**src/rtl/mem_port_arbiter.sv**
```systemverilog
// Arbitrates one single-port memory between instruction fetch and data access with fixed latency.
// Optional ARB_STATS_EN adds stall-cycle and conflict counters.
module mem_port_arbiter #(
  parameter int MEM_LATENCY  = 2,
  parameter int MAX_D_STREAK = 4
) (
  input  logic        clk,
  input  logic        reset,
  input  logic        if_req,
  input  logic [31:0] if_addr,
  output logic        if_ack,
  output logic [31:0] if_rdata,
  input  logic        d_req,
  input  logic        d_we,
  input  logic [31:0] d_addr,
  input  logic [31:0] d_wdata,
  output logic        d_ack,
  output logic [31:0] d_rdata,
  output logic        mem_en,
  output logic        mem_we,
  output logic [31:0] mem_addr,
  output logic [31:0] mem_wdata,
  input  logic [31:0] mem_rdata,
  output logic        stall_if,
  output logic        stall_mem,
`ifdef ARB_STATS_EN
  output logic [31:0] if_wait_cnt,
  output logic [31:0] d_wait_cnt,
  output logic [31:0] conflict_cnt,
`endif
  output logic        busy
);

  localparam int SW = $clog2(MAX_D_STREAK + 1);
  localparam int CW = (MEM_LATENCY > 1) ? $clog2(MEM_LATENCY) : 1;

  typedef enum logic [1:0] {IDLE, ISSUE, WAIT, RESP} state_t;

  state_t          state_reg, state_next;
  logic            owner_d_reg;
  logic            we_reg;
  logic [31:0]     addr_reg;
  logic [31:0]     wdata_reg;
  logic [CW-1:0]   lat_reg;
  logic [SW-1:0]   streak_reg, streak_next;
  logic [31:0]     if_rdata_reg;
  logic [31:0]     d_rdata_reg;

  logic both_req;
  logic any_req;
  logic grant_d;
  logic capture;

  assign both_req = if_req & d_req;
  assign any_req  = if_req | d_req;
  // Data wins a conflict until it has taken MAX_D_STREAK grants in a row.
  assign grant_d  = d_req & (~if_req | (streak_reg < SW'(MAX_D_STREAK)));
  assign capture  = (state_reg == WAIT) && (lat_reg == '0);

  always_comb begin
    state_next  = state_reg;
    streak_next = streak_reg;
    case (state_reg)
      IDLE: begin
        if (any_req) state_next = ISSUE;
        if (!if_req) streak_next = '0;
        else if (both_req && grant_d) streak_next = streak_reg + SW'(1);
        else streak_next = '0;
      end
      ISSUE: state_next = WAIT;
      WAIT:  if (lat_reg == '0) state_next = RESP;
      RESP:  state_next = IDLE;
      default: state_next = IDLE;
    endcase
  end

  always_ff @(posedge clk) begin
    if (!reset) begin
      state_reg    <= IDLE;
      owner_d_reg  <= 1'b0;
      we_reg       <= 1'b0;
      addr_reg     <= '0;
      wdata_reg    <= '0;
      lat_reg      <= '0;
      streak_reg   <= '0;
      if_rdata_reg <= '0;
      d_rdata_reg  <= '0;
    end else begin
      state_reg  <= state_next;
      streak_reg <= streak_next;
      if (state_reg == IDLE && any_req) begin
        owner_d_reg <= grant_d;
        addr_reg    <= grant_d ? d_addr : if_addr;
        we_reg      <= grant_d & d_we;
        wdata_reg   <= grant_d ? d_wdata : '0;
      end
      if (state_reg == ISSUE)
        lat_reg <= CW'(MEM_LATENCY - 1);
      else if (state_reg == WAIT && lat_reg != '0)
        lat_reg <= lat_reg - CW'(1);
      if (capture) begin
        if (owner_d_reg) d_rdata_reg  <= we_reg ? '0 : mem_rdata;
        else             if_rdata_reg <= mem_rdata;
      end
    end
  end

  assign mem_en    = (state_reg == ISSUE);
  assign mem_we    = mem_en & we_reg;
  assign mem_addr  = addr_reg;
  assign mem_wdata = wdata_reg;
  assign if_ack    = (state_reg == RESP) & ~owner_d_reg;
  assign d_ack     = (state_reg == RESP) & owner_d_reg;
  assign if_rdata  = if_rdata_reg;
  assign d_rdata   = d_rdata_reg;
  assign stall_if  = if_req & ~if_ack;
  assign stall_mem = d_req & ~d_ack;
  assign busy      = (state_reg != IDLE);

`ifdef ARB_STATS_EN
  logic [31:0] if_wait_reg, d_wait_reg, conflict_reg;

  always_ff @(posedge clk) begin
    if (!reset) begin
      if_wait_reg  <= '0;
      d_wait_reg   <= '0;
      conflict_reg <= '0;
    end else begin
      if (stall_if)  if_wait_reg <= if_wait_reg + 32'd1;
      if (stall_mem) d_wait_reg  <= d_wait_reg + 32'd1;
      if (state_reg == IDLE && both_req) conflict_reg <= conflict_reg + 32'd1;
    end
  end

  assign if_wait_cnt  = if_wait_reg;
  assign d_wait_cnt   = d_wait_reg;
  assign conflict_cnt = conflict_reg;
`endif

endmodule

```
**config.mk**
```make
export PLATFORM = sky130hd
export DESIGN_NAME = mem_port_arbiter
export DESIGN_NICKNAME = d
export VERILOG_FILES = /design/src/rtl/mem_port_arbiter.sv
export SDC_FILE = /design/constraint.sdc
export NUM_CORES = 1
export LEC_CHECK = 0
export CAP_MARGIN = 20
export CORE_MARGIN = 10
export CORE_UTILIZATION = 35
export DETAILED_ROUTE_END_ITERATION = 6
export PLACE_DENSITY = 0.74
export RECOVER_POWER = 50
export SLEW_MARGIN = 20
export SYNTH_ARGS = -nofsm -noshare
export SYNTH_HDL_FRONTEND = slang
export SYNTH_SLANG_ARGS = --single-unit
```
**constraint.sdc**
```tcl
create_clock -name clk -period 1.9 [get_ports clk]
set_input_delay 0.475 -clock clk [delete_from_list [all_inputs] [get_ports clk]]
set_output_delay 0.475 -clock clk [all_outputs]
set_load 0.02 [all_outputs]
```
# Yosys cells after proc, flatten, opt, wreduce, memory -nomap -nowiden
# Cells that the tools add are included.
[totals]
regBits = 136
in_bits = 133
out_inout_bits = 135
[op_classes]
addsub = 2
order_cmp = 1
n_eq_ne = 5
mux = 10
n_bitwise = 15
reduce_logical = 10
[ops]
columns = ["cell", "count"]
rows = [
  ["two-way mux 32 bit", 3],
  ["AND 1 bit", 8],
  ["case mux 2 bit (4 select lines)", 1],
  ["two-way mux 3 bit", 2],
  ["AND reduction 2 bit", 3],
  ["NOT 1 bit", 5],
  ["equality test 2 bit (second input constant)", 2],
  ["logical AND 1 bit", 4],
  ["two-way mux 2 bit", 2],
  ["!= test 2 bit (second input constant)", 2],
  ["nonzero test 2 bit", 2],
  ["adder 3 x 1 -> 3 bit (second input constant)", 1],
  ["< comparator 3 bit (second input constant)", 1],
  ["equality test 2 x 1 -> 1 bit (second input constant)", 1],
  ["logical NOT 2 bit", 1],
  ["two-way mux 1 bit", 2],
  ["OR 1 bit", 2],
  ["subtractor 1 bit (second input constant)", 1],
]

# Longest topological paths before layout
[depth]
ltp_word = 6
depth_mapped = 8
mapped_depth_nobuf = 5

# Least setup slack after synthesis
# Ideal clock, no wire load.
[synth_timing]
kind = "reg2out"
start = "register state_reg[0]"
end = "output stall_mem"
t_arrival_ns = 1.078
t_required_ns = 1.425
setup_slack_ns = 0.347
stages_incl_launch_ff = 4
cell_sequence = "dfxtp_1 > ha_1 > and2_1 > nor2b_1"
[synth_between]
elab_chain_cells = 4
[synth_rtl]
columns = ["element", "line_no", "source"]
rows = [
  ["start: declaration", "39", "state_t state_reg, state_next;"],
  ["start signal: assignment", "89", "state_reg <= state_next;"],
  ["equality test 2 bit", "113", "assign d_ack = (state_reg == RESP) & owner_d_reg;"],
  ["AND 1 bit", "113", ""],
  ["via d_ack", "17", "output logic d_ack,"],
  ["NOT 1 bit", "117", "assign stall_mem = d_req & ~d_ack;"],
  ["AND 1 bit", "117", ""],
  ["end: declaration", "25", "output logic stall_mem,"],
]
# The timed path passes the listed nets, and every way through them passes these cells.

# Worst setup path after layout
[layout_timing]
start = "register if_rdata_reg[18] (netlist: if_rdata[18])"
end = "output if_rdata[18]"
[layout_lines]
columns = ["element", "line_no", "source"]
rows = [
  ["start: declaration", "46", "logic [31:0] if_rdata_reg;"],
  ["start signal: assignment", "103", "else if_rdata_reg <= mem_rdata;"],
  ["end: declaration", "12", "output logic [31:0] if_rdata,"],
]
# No word-level cell between the ends.

==> results.py <==
metrics = {
    "global_route": {
        "grt_pass1_wl_mm": 30.91,
        "grt_pass1_vias": 5518,
        "antenna_found_initial": 0,
        "grt_max_degree": 69,
        "gr-usage-all-layers": 0.1790,
        "grt.overflow.total": 0,
    },
    "timing": {
        "final_period_minus_worst_setup_slack_ns": 1.860,
        "timing.setup.tns_ns": 0,
        "rsz0062_at_grt": "yes",
        "fmax_mhz": 537.8,
        "timing.slew.headroom": 0.7896,
        "worstMarginPinSlew_ns": 0.3156,
        "min_period_over_period": 0.9787,
        "final.setup_skew_ns": 0.008562,
        "final_hold_viol_count": 0,
        "worst_setup_slack_after_layout_ns": 0.04047,
        "drv_slew": 0,
        "finalSetupViolCount": 0,
        "finalHoldWorstSlack_ns": 0.3838,
    },
    "worst_hold_path": {
        "worstHoldEndpoint": "mem_addr[25]$_SDFFE_PN0P_",
        "hold_path_startpoint": "reset",
        "hold_path_class": "input port to flop",
        "hold_path_depth": 3,
    },
    "synthesis": {
        "synth_top_family_by_area": "compound AO/OA/AOI/OAI gates",
        "mappedNetlistNets": 759,
        "syn_area_um2": 5529,
        "post_synth_and_or_nand_nor_area_fraction": 0.1926,
        "synth.yosys.warnings": 0,
        "postSynthRegisterBits": 136,
        "number_of_distinct_library_cells_after_synthesis": 29,
        "compound_gate_fraction_of_synth_area": 0.2430,
        "ys_dominant_reg_cell": "sky130_fd_sc_hd__dfxtp_1",
        "synthAdderAreaFrac": 0.01131,
        "syn_inst": 621,
        "syn_avg_cell_area_um2": 8.903,
        "post_synth_xor_area_fraction": 0,
        "ys_async_sr_fraction": 0,
        "synth-edff-count": 0,
        "yosysSeqAreaShare": 0.4924,
        "multiplexer_area_fraction_after_synthesis": 0.003621,
    },
    "die": {
        "floorplan.io_pins": 268,
        "placementRows": 45,
        "chipHeight_um": 145.7,
        "floorplan.initialDensity": 0.3610,
        "coreArea_um2": 15310,
        "die_width_um": 145.7,
        "die_area_um2": 21220,
    },
    "worst_setup_path": {
        "r2r_setup_slack_ns": 0.19,
        "cp_num_buf_inv": 1,
        "crit_path_end_kind": "output port",
        "critical_path_peak_fanout": 2,
        "timing_worst_setup_path_type": "flop to output port",
        "slowest_delay_ns": 0.64,
        "cp_data_required_time_ns": 1.42,
        "crit_reg_reg_startpoint": "state_reg[0]$_SDFFE_PN0P_",
        "cp_cell_sequence": "clkdlybuf4s50_1",
        "timing.reg2reg.worst_path_depth": 7,
        "startpoint_type": "flop",
        "critical_path.slowest_cell": "sky130_fd_sc_hd__clkdlybuf4s50_1",
        "critPathTopFamily": "buffers and inverters",
        "critPathArrivalTime_ns": 1.38,
        "r2r-end": "if_rdata[0]$_SDFFE_PN0P_",
    },
    "cells_and_area": {
        "finish.net_count": 1013,
        "regArea_um2": 2723,
        "footprint_of_the_multi_input_gates_um2": 2552,
        "area_delta_synth_final_pct": 67.66,
        "post_route_cells_drive_above_1_share": 0.08784,
        "antenna_cells": 0,
        "layout.filler_cells": 1356,
        "design_area_um2": 9270,
    },
    "clock_network": {
        "cts_tree": "built",
        "worstSkewPairLatency_ns": 0.41,
        "cts.hold.buffers_added": 0,
        "clk_pin_slew_worst_paths_ns": 0.06,
        "htree_num_levels": 4,
        "clk_path_buf_depth": 2,
        "clkSinkCount": 136,
        "tritoncts.num_buffers": 17,
        "root_buffer": "sky130_fd_sc_hd__clkbuf_16",
    },
    "job": {
        "max_cap_viols": 0,
    },
    "drt": {
        "drc_markers": 0,
        "drt-initial-drc-count": 252,
        "first_pass_iters": 4,
        "postRouteWirelength_mm": 19.72,
        "detailroute.via_count": 5413,
        "detail-route-antenna-nets": 0,
        "avgRoutedWirePerCell_um": 17.94,
        "post_drt_via_cell_ratio": 4.925,
    },
    "place": {
        "placement.setup.worst_slack_ns": -0.5715,
        "place_area_um2": 8483,
        "buffer_ports.inserted": 267,
        "gp_routability_congestion": 0.7949,
        "dp.final_hpwl_mm": 13.98,
    },
    "power": {
        "power.static_leakage_nw": 3.889,
        "ir_worst_vdd_uv": 731.0,
        "power.density_cell_area_nw_per_um2": 1243,
    },
    "status": {
        "outcome": "completed",
    },
}
-- power by group --
| part | internal (mW) | switching (mW) |
|---|---|---|
| sequential | 3.42 | 0.290 |
| clock | 2.39 | 1.25 |
| combinational | 1.93 | 2.23 |
-- per-stage QoR --
stage	instances	power, mW	util
floorplan	621	5.908	-
global placement	1067	7.888	0.5539
detailed placement	1067	7.930	0.5539
CTS	1099	11.63	0.5970
global route	1099	12.11	0.6053
finish	1099	11.52	0.6053
-- layout by cell type, fill, tap and decap left out, types with 3 or more instances in the layout --
cell                                n
sky130_fd_sc_hd__a21boi_0           5
sky130_fd_sc_hd__a21boi_1          61
sky130_fd_sc_hd__a21oi_1           64
sky130_fd_sc_hd__a32oi_1           33
sky130_fd_sc_hd__buf_12            10
sky130_fd_sc_hd__buf_4             17
sky130_fd_sc_hd__buf_6              3
sky130_fd_sc_hd__bufinv_16          4
sky130_fd_sc_hd__clkbuf_16         17
sky130_fd_sc_hd__clkbuf_8           5
sky130_fd_sc_hd__clkdlybuf4s50_1  221
sky130_fd_sc_hd__dfxtp_1          136
sky130_fd_sc_hd__dlygate4sd2_1      3
sky130_fd_sc_hd__dlymetal6s2s_1    35
sky130_fd_sc_hd__nand2_1          133
sky130_fd_sc_hd__nand3b_1          33
sky130_fd_sc_hd__nor2b_1           36
sky130_fd_sc_hd__o21ai_0           32
-- cell families after synthesis --
family	Yosys count
adder cells (fa/ha/maj)	5
flip-flops	136
multiplexers	2
AO/OA/AOI/OAI	203
AND/OR/NAND/NOR	215
buffers and inverters	60
-- how the worst max path moves through the flow --
stage	from	endpoint	slack [ns]	cells past startpoint
6_report	if_rdata[18]$_SDFFE_PN0P_	if_rdata[18]	0.04	1
5_1_grt	state_reg[1]$_SDFFE_PN0P_	mem_we	-0.002	5
4_1_cts	state_reg[0]$_SDFFE_PN0P_	stall_if	-0.05	4
3_5_place_dp	if_req	stall_if	-0.57	4
3_3_place_gp	if_req	stall_if	-0.61	4
2_1_floorplan	state_reg[0]$_SDFFE_PN0P_	stall_mem	0.35	3
-- synth_stat cells (2+ instances only) --
master	n	share of area
sky130_fd_sc_hd__nand4_1	2	0.0023
sky130_fd_sc_hd__inv_1	3	0.0020
sky130_fd_sc_hd__nand3b_1	33	0.045
sky130_fd_sc_hd__dfxtp_1	136	0.49
sky130_fd_sc_hd__buf_4	13	0.018
sky130_fd_sc_hd__a21boi_0	5	0.0068
sky130_fd_sc_hd__buf_6	3	0.0061
sky130_fd_sc_hd__nand2_1	133	0.090
sky130_fd_sc_hd__clkbuf_1	26	0.018
sky130_fd_sc_hd__mux2i_1	2	0.0036
sky130_fd_sc_hd__o21a_1	2	0.0027
sky130_fd_sc_hd__nor2b_1	38	0.043
sky130_fd_sc_hd__a32oi_1	33	0.052
sky130_fd_sc_hd__a22oi_1	2	0.0027
sky130_fd_sc_hd__buf_2	15	0.014
sky130_fd_sc_hd__ha_1	5	0.011
sky130_fd_sc_hd__a21oi_1	64	0.058
sky130_fd_sc_hd__a21boi_1	61	0.083
sky130_fd_sc_hd__and2_1	4	0.0045
sky130_fd_sc_hd__o21ai_0	32	0.029
-- final cells by class --
cell class | instances | share of cell area
Sequential cell | 136 | 0.2937
Timing Repair Buffer | 292 | 0.3303
Inverter | 3 | 0.001215
Multi-Input combinational cell | 425 | 0.2753
Clock inverter | 9 | 0.01728
Tap cell | 211 | 0.02848
Clock buffer | 23 | 0.05372
-- timing repair --
item	in CTS	in global routing
pin swaps	1	0
setup buffers	1	0
endpoints found under the setup margin	10	42
resized for setup	36	46
-- metal layers --
layer / part of all wire / global-route usage
met5: 0 / 0
met4: 0.013 / 0.05612
met3: 0.11 / 0.09749
met2: 0.46 / 0.2857
met1: 0.42 / 0.1999
Note: power is estimated with default switching activity, not from simulation.
